## config.mk

```make
export PLATFORM = sky130hd
export DESIGN_NAME = type2_tx_sched
export DESIGN_NICKNAME = d
export VERILOG_FILES = /design/src/rtl/type2_tx_sched_pkg.sv /design/src/rtl/type2_tx_sched_fifo.sv /design/src/rtl/type2_tx_sched.sv
export SDC_FILE = /design/constraint.sdc
export NUM_CORES = 1
export LEC_CHECK = 0
export CAP_MARGIN = 20
export CORE_UTILIZATION = 58
export CTS_BUF_LIST = sky130_fd_sc_hd__clkbuf_8
export DETAILED_ROUTE_END_ITERATION = 12
export HOLD_SLACK_MARGIN = 0.08
export MAX_ROUTING_LAYER = met4
export PLACE_DENSITY_LB_ADDON = 0.1
export SLEW_MARGIN = 20
export SYNTH_ARGS = -nofsm -noshare
export SYNTH_HDL_FRONTEND = slang
export SYNTH_SLANG_ARGS = --single-unit
```

## constraint.sdc

```tcl
create_clock -name clk_12_5m -period 3.9 [get_ports clk_12_5m]
set_clock_uncertainty 0.15 [all_clocks]
set_input_delay 1.17 -clock clk_12_5m [delete_from_list [all_inputs] [get_ports clk_12_5m]]
set_output_delay 1.17 -clock clk_12_5m [all_outputs]
set_load 0.005 [all_outputs]
```

## src/rtl/type2_tx_sched_pkg.sv

```systemverilog
// type2_tx_sched_pkg
// Shared definitions for the Type-2 transmit scheduler: FSM state encoding,
// channel count, output FIFO geometry, SOP/EOP bit positions, watchdog and
// abort timing, plus the round-robin index helper.
package type2_tx_sched_pkg;

    localparam int NUM_CHN      = 5;
    localparam int CHN_MPU      = 4;     // MPU configuration channel
    localparam int DATA_W       = 18;
    localparam int SOP_BIT      = 17;
    localparam int EOP_BIT      = 16;
    localparam int FIFO_DEPTH   = 64;
    localparam int FIFO_AW      = 6;
    localparam int WDOG_LIMIT   = 255;
    localparam int ABORT_CYCLES = 4;

    localparam logic [FIFO_AW:0] FIFO_FULL = FIFO_DEPTH[FIFO_AW:0];

    typedef enum logic [1:0] {
        ST_IDLE  = 2'd0,
        ST_GRANT = 2'd1,
        ST_READ  = 2'd2,
        ST_ABORT = 2'd3
    } sched_state_t;

    function automatic logic [2:0] rr_next_idx(input logic [2:0] idx);
        return (idx == 3'(NUM_CHN - 1)) ? 3'd0 : idx + 3'd1;
    endfunction

endpackage

```

## src/rtl/type2_tx_sched_fifo.sv

```systemverilog
// type2_tx_sched_fifo
// 64 x 18 synchronous output FIFO. A pop request on a non-empty FIFO returns
// the word one cycle later with rd_vld_p1 high; a pop on an empty FIFO is
// ignored. Push and pop in the same cycle leave the level unchanged.
// Ports:
//   clk_12_5m, rst_12_5m_n  clock, async active-low reset
//   wr_vld_p0, wr_data_p0   write strobe and word
//   rd_req                  pop request
//   empty, level            status (level 0..64)
//   rd_vld_p1, rd_data_p1   popped word, one cycle after rd_req
module type2_tx_sched_fifo
    import type2_tx_sched_pkg::*;
(
    input  logic              clk_12_5m,
    input  logic              rst_12_5m_n,
    input  logic              wr_vld_p0,
    input  logic [DATA_W-1:0] wr_data_p0,
    input  logic              rd_req,
    output logic              empty,
    output logic [FIFO_AW:0]  level,
    output logic              rd_vld_p1,
    output logic [DATA_W-1:0] rd_data_p1
);

    logic [DATA_W-1:0]  mem [FIFO_DEPTH];
    logic [FIFO_AW-1:0] wr_ptr;
    logic [FIFO_AW-1:0] rd_ptr;
    logic               push;
    logic               pop;

    assign empty = (level == '0);
    assign push  = wr_vld_p0 && (level != FIFO_FULL);
    assign pop   = rd_req && !empty;

    always_ff @(posedge clk_12_5m) begin
        if (push) begin
            mem[wr_ptr] <= wr_data_p0;
        end
    end

    // p0 -> p1: pointer/level update and registered read port
    always_ff @(posedge clk_12_5m or negedge rst_12_5m_n) begin
        if (!rst_12_5m_n) begin
            wr_ptr     <= '0;
            rd_ptr     <= '0;
            level      <= '0;
            rd_vld_p1  <= 1'b0;
            rd_data_p1 <= '0;
        end else begin
            if (push) wr_ptr <= wr_ptr + 1'b1;
            if (pop)  rd_ptr <= rd_ptr + 1'b1;
            level     <= level + {{FIFO_AW{1'b0}}, push} - {{FIFO_AW{1'b0}}, pop};
            rd_vld_p1 <= pop;
            if (pop) rd_data_p1 <= mem[rd_ptr];
        end
    end

endmodule

```

## src/rtl/type2_tx_sched.sv

```systemverilog
// type2_tx_sched
// Frame scheduler for five transmit channels into one 64-word output FIFO.
// A channel is granted only when the FIFO has room for a full max_len frame,
// so the FIFO can never overflow. Frames are repaired (SOP/EOP forced) and
// protocol errors counted in a saturating 8-bit counter.
// Optional build macro TYPE2_TX_SCHED_PRIO_EN: channel 4 (MPU config) gets
// strict priority, round-robin among channels 0-3. Default: plain 5-way RR.
// Ports:
//   clk_12_5m, rst_12_5m_n  clock, async active-low reset
//   chn_empty[4:0]          per-channel frame-empty flags
//   chn_dval[4:0]           per-channel word valid (one-hot or zero)
//   chn_data[17:0]          word from granted channel, bit17 SOP, bit16 EOP
//   max_len[6:0]            max frame length in words (1..64), latched in GRANT
//   sched_rden[4:0]         one-hot frame read request
//   fifo_rdreq              downstream pop
//   fifo_empty, fifo_rd_dval, fifo_rd_data  output FIFO read side
//   busy                    FSM not idle
//   err_cnt[7:0]            saturating error counter
module type2_tx_sched
    import type2_tx_sched_pkg::*;
(
    input  logic               clk_12_5m,
    input  logic               rst_12_5m_n,
    input  logic [NUM_CHN-1:0] chn_empty,
    input  logic [NUM_CHN-1:0] chn_dval,
    input  logic [DATA_W-1:0]  chn_data,
    input  logic [6:0]         max_len,
    output logic [NUM_CHN-1:0] sched_rden,
    input  logic               fifo_rdreq,
    output logic               fifo_empty,
    output logic               fifo_rd_dval,
    output logic [DATA_W-1:0]  fifo_rd_data,
    output logic               busy,
    output logic [7:0]         err_cnt
);

`ifdef TYPE2_TX_SCHED_PRIO_EN
    localparam bit PRIO_EN = 1'b1;
`else
    localparam bit PRIO_EN = 1'b0;
`endif

    function automatic logic [7:0] sat_inc(input logic [7:0] v);
        return (v == 8'hFF) ? v : v + 8'd1;
    endfunction

    sched_state_t       state_q, state_d;
    logic [NUM_CHN-1:0] grant_q;
    logic [2:0]         last_win_q;
    logic [6:0]         max_len_q;
    logic [6:0]         word_cnt_q;
    logic [7:0]         tmr_q;

    logic [NUM_CHN-1:0] req;
    logic [NUM_CHN-1:0] req_rr;
    logic [NUM_CHN-1:0] grant_oh;
    logic [2:0]         win_idx;
    logic [2:0]         cand;
    logic               win_found;
    logic [FIFO_AW:0]   fifo_level;
    logic               free_ok;
    logic               err_evt;
    logic               wr_vld_p0;
    logic [DATA_W-1:0]  wr_data_p0;

    assign req     = ~chn_empty;
    assign free_ok = (FIFO_FULL - fifo_level) >= max_len;

    // Round-robin search from last winner + 1; in priority builds channel 4
    // is removed from the rotation and overrides any RR result.
    always_comb begin
        req_rr = req;
        if (PRIO_EN) req_rr[CHN_MPU] = 1'b0;
        win_idx   = last_win_q;
        win_found = 1'b0;
        cand      = last_win_q;
        for (int i = 0; i < NUM_CHN; i++) begin
            cand = rr_next_idx(cand);
            if (!win_found && req_rr[cand]) begin
                win_idx   = cand;
                win_found = 1'b1;
            end
        end
        if (PRIO_EN && req[CHN_MPU]) begin
            win_idx   = 3'(CHN_MPU);
            win_found = 1'b1;
        end
        grant_oh          = '0;
        grant_oh[win_idx] = win_found;
    end

    // p0: frame checking / repair in front of the FIFO write port
    always_comb begin
        state_d    = state_q;
        err_evt    = 1'b0;
        wr_vld_p0  = 1'b0;
        wr_data_p0 = chn_data;
        case (state_q)
            ST_IDLE: begin
                if ((|req) && free_ok) state_d = ST_GRANT;
            end
            ST_GRANT: begin
                state_d = win_found ? ST_READ : ST_IDLE;
            end
            ST_READ: begin
                if ((chn_dval != '0) && (chn_dval != grant_q)) err_evt = 1'b1;
                if (chn_dval == grant_q) begin
                    wr_vld_p0 = 1'b1;
                    if ((word_cnt_q == '0) && !chn_data[SOP_BIT]) begin
                        wr_data_p0[SOP_BIT] = 1'b1;
                        err_evt             = 1'b1;
                    end
                    if (chn_data[EOP_BIT]) begin
                        state_d = ST_IDLE;
                    end else if ((word_cnt_q + 7'd1) == max_len_q) begin
                        wr_data_p0[EOP_BIT] = 1'b1;
                        err_evt             = 1'b1;
                        state_d             = ST_ABORT;
                    end
                end else if (tmr_q == 8'(WDOG_LIMIT - 1)) begin
                    err_evt = 1'b1;
                    state_d = ST_ABORT;
                end
            end
            ST_ABORT: begin
                if (tmr_q == 8'(ABORT_CYCLES - 1)) state_d = ST_IDLE;
            end
            default: state_d = ST_IDLE;
        endcase
    end

    always_ff @(posedge clk_12_5m or negedge rst_12_5m_n) begin
        if (!rst_12_5m_n) begin
            state_q    <= ST_IDLE;
            grant_q    <= '0;
            last_win_q <= 3'(NUM_CHN - 1);
            max_len_q  <= '0;
            word_cnt_q <= '0;
            tmr_q      <= '0;
            err_cnt    <= '0;
        end else begin
            state_q <= state_d;
            if (err_evt) err_cnt <= sat_inc(err_cnt);
            // tmr_q is the READ watchdog and the ABORT hold timer
            if (state_d != state_q) begin
                tmr_q <= '0;
            end else if (wr_vld_p0) begin
                tmr_q <= '0;
            end else if ((state_q == ST_READ) || (state_q == ST_ABORT)) begin
                tmr_q <= tmr_q + 8'd1;
            end
            if (state_q == ST_GRANT) begin
                grant_q    <= grant_oh;
                max_len_q  <= max_len;
                word_cnt_q <= '0;
                if (win_found && !(PRIO_EN && (win_idx == 3'(CHN_MPU)))) begin
                    last_win_q <= win_idx;
                end
            end else if (wr_vld_p0) begin
                word_cnt_q <= word_cnt_q + 7'd1;
            end
        end
    end

    assign sched_rden = (state_q == ST_READ) ? grant_q : '0;
    assign busy       = (state_q != ST_IDLE);

    type2_tx_sched_fifo u_fifo (
        .clk_12_5m   (clk_12_5m),
        .rst_12_5m_n (rst_12_5m_n),
        .wr_vld_p0   (wr_vld_p0),
        .wr_data_p0  (wr_data_p0),
        .rd_req      (fifo_rdreq),
        .empty       (fifo_empty),
        .level       (fifo_level),
        .rd_vld_p1   (fifo_rd_dval),
        .rd_data_p1  (fifo_rd_data)
    );

endmodule

```

### Word-level counts from Yosys, hierarchy flattened

Memories as Yosys holds them, arrays and structs flattened. A register that Yosys moved wholly into a read port is not among the register bits.
Cells that the tools add are included.

* word-level logic and storage cells: 137
* RAM bits: 1152
* input port bits: 38
* memories kept: 1
* flip-flop bits (word level): 60

* multiplexer cells: 57
* equality and inequality tests: 16
* add/sub/neg operators: 13
* reduce and logical (&&, ||, !) cells: 28
* bitwise operators: 3
* order comparisons: 8

Memory list
* u_fifo.mem: words 64, bits a word 18, rd ports 1, clocked after Yosys merged registers in 1, write ports 1, line type2_tx_sched_fifo.sv:25 `logic [DATA_W-1:0] mem [FIFO_DEPTH];`

Operator list (count)
* $mux W3: 10
* $mux W1: 25
* $lt A3 B4 Y1 const B: 6
* $mux W8: 3
* $mux W2: 9
* $add A8 B1 Y8 const B: 2
* $eq A8 B8 Y1 const B: 2
* $add A3 B1 Y3 const B: 5
* $bmux W1 S3: 5
* $eq A3 B3 Y1 const B: 5
* $logic_not A7 Y1: 2
* $mux W7: 2
* $add A6 B1 Y6 const B: 2
* $logic_and A1 B1 Y1: 10
* $eq A8 B2 Y1 const B: 1
* $pmux W2 S4: 1
* $add A7 B1 Y7: 1
* $add A7 B1 Y7 const B: 1
* $eq A7 B7 Y1: 1
* $ge A7 B7 Y1: 1
* $logic_not A1 Y1: 7
* $ne A7 B7 Y1 const B: 1
* $sub A7 B1 Y7: 1
* $sub A7 B7 Y7 const A: 1
* 18 further kinds: 21

### Longest topological paths before layout

* word-level depth: 22
* mapped depth: 18
* depth with buffers taken out: 17

### By module

Synthesis repeated with hierarchy kept, for this count alone.

* cells, all modules: 2727
* area total of the unflattened synthesis: 50060.5 sq um

By module, submodules not included
* type2_tx_sched_fifo: cells an instance 2340, area each 46641.0 sq um, seq. area each 35544.1 sq um, times used 1
* type2_tx_sched: cells an instance 387, area each 3419.5 sq um, seq. area each 1002.2 sq um, times used 1

### Worst setup path after synthesis

OpenSTA, ideal clock, no wires.

* path kind: input-to-reg
* start: input chn_dval[3]
* end: memory u_fifo.mem[0][16] (data pin)
* path buffers: 1
* data required time: 3219 ps
* slack: -672 ps
* data arrival time: 3892 ps
* setup time: 531 ps
* stages on the path: 6
* cells stage by stage: xnor2_1 > nand3_1 > nor3_1 > nand2_1 > clkbuf_1 > o21bai_1

* longest elaborated chain between the ends: 3

Ends and longest elaborated chain
* from (decl): line type2_tx_sched.sv:25 `input logic [NUM_CHN-1:0] chn_dval,`
* $eq A5 B5 Y1: line type2_tx_sched.sv:107 `if (chn_dval == grant_q) begin`
* $mux W2: line type2_tx_sched.sv:107
* $mux W2: line type2_tx_sched.sv:98 `case (state_q)`
* via u_fifo.wr_data_p0[16]: line type2_tx_sched_fifo.sv:17 `input logic [DATA_W-1:0] wr_data_p0,`
* to (decl): line type2_tx_sched_fifo.sv:25

The timed path passes the listed nets, and every way through them passes these cells.

### Final worst setup path

* start: register last_win_q[0]
* end: register grant_q[3]

* longest elaborated chain between the ends: 22

Ends and longest elaborated chain
* from (decl): line type2_tx_sched.sv:49 `logic [2:0] last_win_q;`
* from (signal assigned): line type2_tx_sched.sv:136 `last_win_q <= 3'(NUM_CHN - 1);`
* from (signal assigned): line type2_tx_sched.sv:157 `last_win_q <= win_idx;`
* branches (longest 21 deep; another with $add A3 B1 Y3)
* $and A5 B5 Y5 (no line) (*)
* to (signal assigned): line type2_tx_sched.sv:153 `grant_q <= grant_oh;`
* to (decl): line type2_tx_sched.sv:48 `logic [NUM_CHN-1:0] grant_q;`

Mark *: on every way between the ends. The select of a mux whose other input is x is not followed.
A chain may end at the register's enable or synchronous reset.

==> metrics <==
run status=finished, final reports clean; Unique masters post-synth=75; #FFs+latches synth=1230; placed wire-length estimate=77610 um; Placer Congestion=0.8961; FP Rows=106; Placement Cell Area=53750 um^2; nature of the critical path startpoint=register; Critical Path End Type=register; Avg WL per Cell=31.23 um; Total Wirelength=120800 um; TritonCTS Buffers=191; syn avg cell area=21.56 um^2; Slew Limit Fails=0; Power Density=685.3 nW/um^2; die area=85330 um^2; Port Buf Inserts=71; crit path kind=reg2reg; I/O Pins=72; worst-margin pin slew=1076 ps; Hold Vio Cnt, Final=0; die width=292.1 um; Antenna Nets Post-Route=0; gr usage total=0.3022; R2R cell count=17; Die Ht=292.1 um; clk_lat worst skew=850 ps; Core Box Area=83420 um^2; pin count of the biggest net entering global routing=72; fin crit share=0.9820; DR iter-0 viols=2371; Yosys Warn Count=0; post-synth net total=2336; Area Overhead vs Synth=17.86%; reg2reg end=grant_q[3]; hold slack final=154.0 ps; residual DRC count=0; clock root buffer=clkbuf_8; Req. time, crit path=4510 ps; maximum vdd drop=485.1 uV; EDFF count, synth=1152; Crit Path Max Fanout=5; Max Clock Freq=261.1 MHz; first-pass GRT wire length=175300 um; r2r setup slk=70 ps; share of post-route cells with drive strength above 1=0.3513; Initial DRT Pass Iterations=6; vias in the first global route=25160; Seq/Total Area, Yosys=0.7487; Post-synth ARST share=0.06341; Lkg Pwr=18.81 nW; H-tree levels=4; reg2reg start=last_win_q[0]; Design Area, Final=57530 um^2; Starting Density=0.5851; clock-pin slew on the worst setup and hold paths=60 ps; vias=24710; Post-Syn Area=48810 um^2; antenna violations before repair=3; crit path DAT=4440 ps; total grt overflow=0; Final Critical Period=3830 ps; CTS max path bufs=3; CTS tree=yes; via/cell ratio=6.392; hold crit path type=in2async; fin nets=2699; Most used DFF post-synth=edfxtp_1; RSZ-0062 raised after global routing=yes; setup violators final=0; CTS Sinks=1230; Mapped Cells=2264; relative slew slack=0.2807; Setup TNS=0 ps; maxcap violations=0
cells in the final DEF (no fill, tap or decap), drive strengths merged, types with 3 or more instances in the layout:
| master | n |
|---|---|
| nand2b | 6 |
| a211oi | 4 |
| nand3 | 33 |
| mux2i | 7 |
| ha | 33 |
| xnor2 | 32 |
| clkbuf | 195 |
| edfxtp | 1152 |
| bufinv | 5 |
| nor3 | 8 |
| nand3b | 4 |
| a2111oi | 3 |
| nand2 | 108 |
| o21ai | 26 |
| nand4 | 9 |
| nor2b | 7 |
| a211o | 3 |
| and2 | 10 |
| a221oi | 3 |
| mux4 | 378 |
| a21o | 9 |
| nor2 | 95 |
| inv | 93 |
| buf | 223 |
| o2111ai | 4 |
| o31ai | 5 |
| nor4 | 4 |
| xor2 | 20 |
| or2 | 8 |
| mux2 | 5 |
| o21bai | 5 |
| a21oi | 15 |
| clkdlybuf4s50 | 54 |
| clkinv | 92 |
| dfrtp | 77 |
| and3 | 8 |
cell type report:
class,instances,area [um^2]
Antenna cell,2,5.005
Clock buffer,195,2684
Clock inverter,155,848.3
Fill cell,5210,25890
Inverter,37,141.4
Multi-Input combinational cell,890,12500
Sequential cell,1230,36560
Tap cell,1080,1351
Timing Repair Buffer,277,3442
cell usage after synthesis (4+ instances only):
| cell type | n | share of area |
|---|---|---|
| ha_1 | 33 | 0.0085 |
| o21ai_0 | 23 | 0.0024 |
| o31ai_1 | 4 | 0.00062 |
| nand4_1 | 9 | 0.0012 |
| nor2b_1 | 7 | 0.00090 |
| and2_1 | 8 | 0.0010 |
| clkbuf_1 | 76 | 0.0058 |
| a21oi_1 | 15 | 0.0015 |
| and3_1 | 7 | 0.00090 |
| o21bai_1 | 5 | 0.00077 |
| mux2i_1 | 7 | 0.0014 |
| xnor2_1 | 32 | 0.0057 |
| buf_1 | 30 | 0.0023 |
| nand2b_1 | 6 | 0.00077 |
| nand3_1 | 33 | 0.0034 |
| nor3_1 | 8 | 0.00082 |
| dfrtp_1 | 77 | 0.039 |
| mux4_2 | 378 | 0.17 |
| a21o_1 | 9 | 0.0014 |
| xor2_1 | 20 | 0.0036 |
| or2_2 | 5 | 0.00064 |
| mux2_2 | 5 | 0.0012 |
| nand2_1 | 108 | 0.0083 |
| nor4_1 | 4 | 0.00051 |
| nor2_1 | 95 | 0.0073 |
| inv_1 | 36 | 0.0028 |
| edfxtp_1 | 1152 | 0.71 |
| nand3b_1 | 4 | 0.00062 |
where the power goes:
part           internal, mW  switching, mW  leakage (nW)
sequential             14.8          0.621          11.3
combinational          6.82           7.20          5.50
clock                  5.03           4.98          1.99
worst max path at each step:
stage	to	slack, ps	depth (start not counted)	startpoint
3_5_place_dp	u_fifo.mem[0][0]	-410	12	chn_dval[4]
4_1_cts	grant_q[3]	4	15	last_win_q[0]
3_3_place_gp	u_fifo.level[6]	-370	16	chn_dval[4]
5_1_grt	grant_q[2]	-60	18	last_win_q[1]
2_1_floorplan	u_fifo.mem[0][16]	-670	6	chn_dval[3]
6_report	grant_q[3]	70	17	last_win_q[0]
state kept, by name, indices dropped and copies added (netlist names):
register and count:
u_fifo.rd_ptr 6, err_cnt 8, u_fifo.rd_vld_p1 1, last_win_q 3, u_fifo.level 7, state_q 2, tmr_q 8, u_fifo.wr_ptr 6
u_fifo.mem 1152, grant_q 5, word_cnt_q 7, max_len_q 7, u_fifo.rd_data_p1 18
metal layers:
layer | vias to the layer above | GRT usage | share of wire
li1 | 10190 | - | -
met2 | 1173 | 0.4587 | 0.49
met1 | 13190 | 0.4280 | 0.41
met3 | 157 | 0.05617 | 0.081
met5 | - | - | 0
met4 | 0 | 0.08447 | 0.022
cells by family (layout without fill, tap and decap cells):
kind of cell / count (synthesis) / after routing / share of synthesized area
compound gates: 103 / 103 / 0.01535
xor+xnor: 52 / 52 / 0.009330
fa+ha+maj: 34 / 34 / 0.008869
buf+inv: 144 / 664 / 0.01110
flops: 1230 / 1230 / 0.7487
mux: 390 / 390 / 0.1770
other cells: 0 / 2 / 0
simple gates: 311 / 311 / 0.02966
per-stage QoR:
| stage | setup slack [ps] | cells | util | total power [mW] |
|---|---|---|---|---|
| 2_1_floorplan | -672.3 | 2264 | - | 23.81 |
| 3_3_place_gp | -372.3 | 3506 | 0.6443 | 29.06 |
| 3_5_place_dp | -405.3 | 3506 | 0.6443 | 29.24 |
| 4_1_cts | 3.526 | 3861 | 0.6877 | 39.41 |
| 5_1_grt | -62.72 | 3865 | 0.6896 | 40.92 |
| 6_report | 70.16 | 3866 | 0.6897 | 39.43 |
worst max-delay path: stages, from the launching register on:
cell and delay, ps:
dfrtp_1 370, inv_2 60, ha_4 180, a21oi_4 180, inv_2 80, ha_4 180
o21ai_4 60, a22oi_2 100, ha_4 320, mux2_4 320, a221oi_4 210, a221oi_2 130
o22ai_4 250, nor3_1 80, o21a_1 180, a2111oi_0 460, a311o_2 260, a32o_1 180
repair_timing:
item / CTS / global route
setup buffers: 5 / 3
pin swaps: 6 / 8
hold buffers: 0 / 0
resized for setup: 11 / 28
endpoints found under the setup margin: 6 / 11
Power figures use the tool's default switching activity.
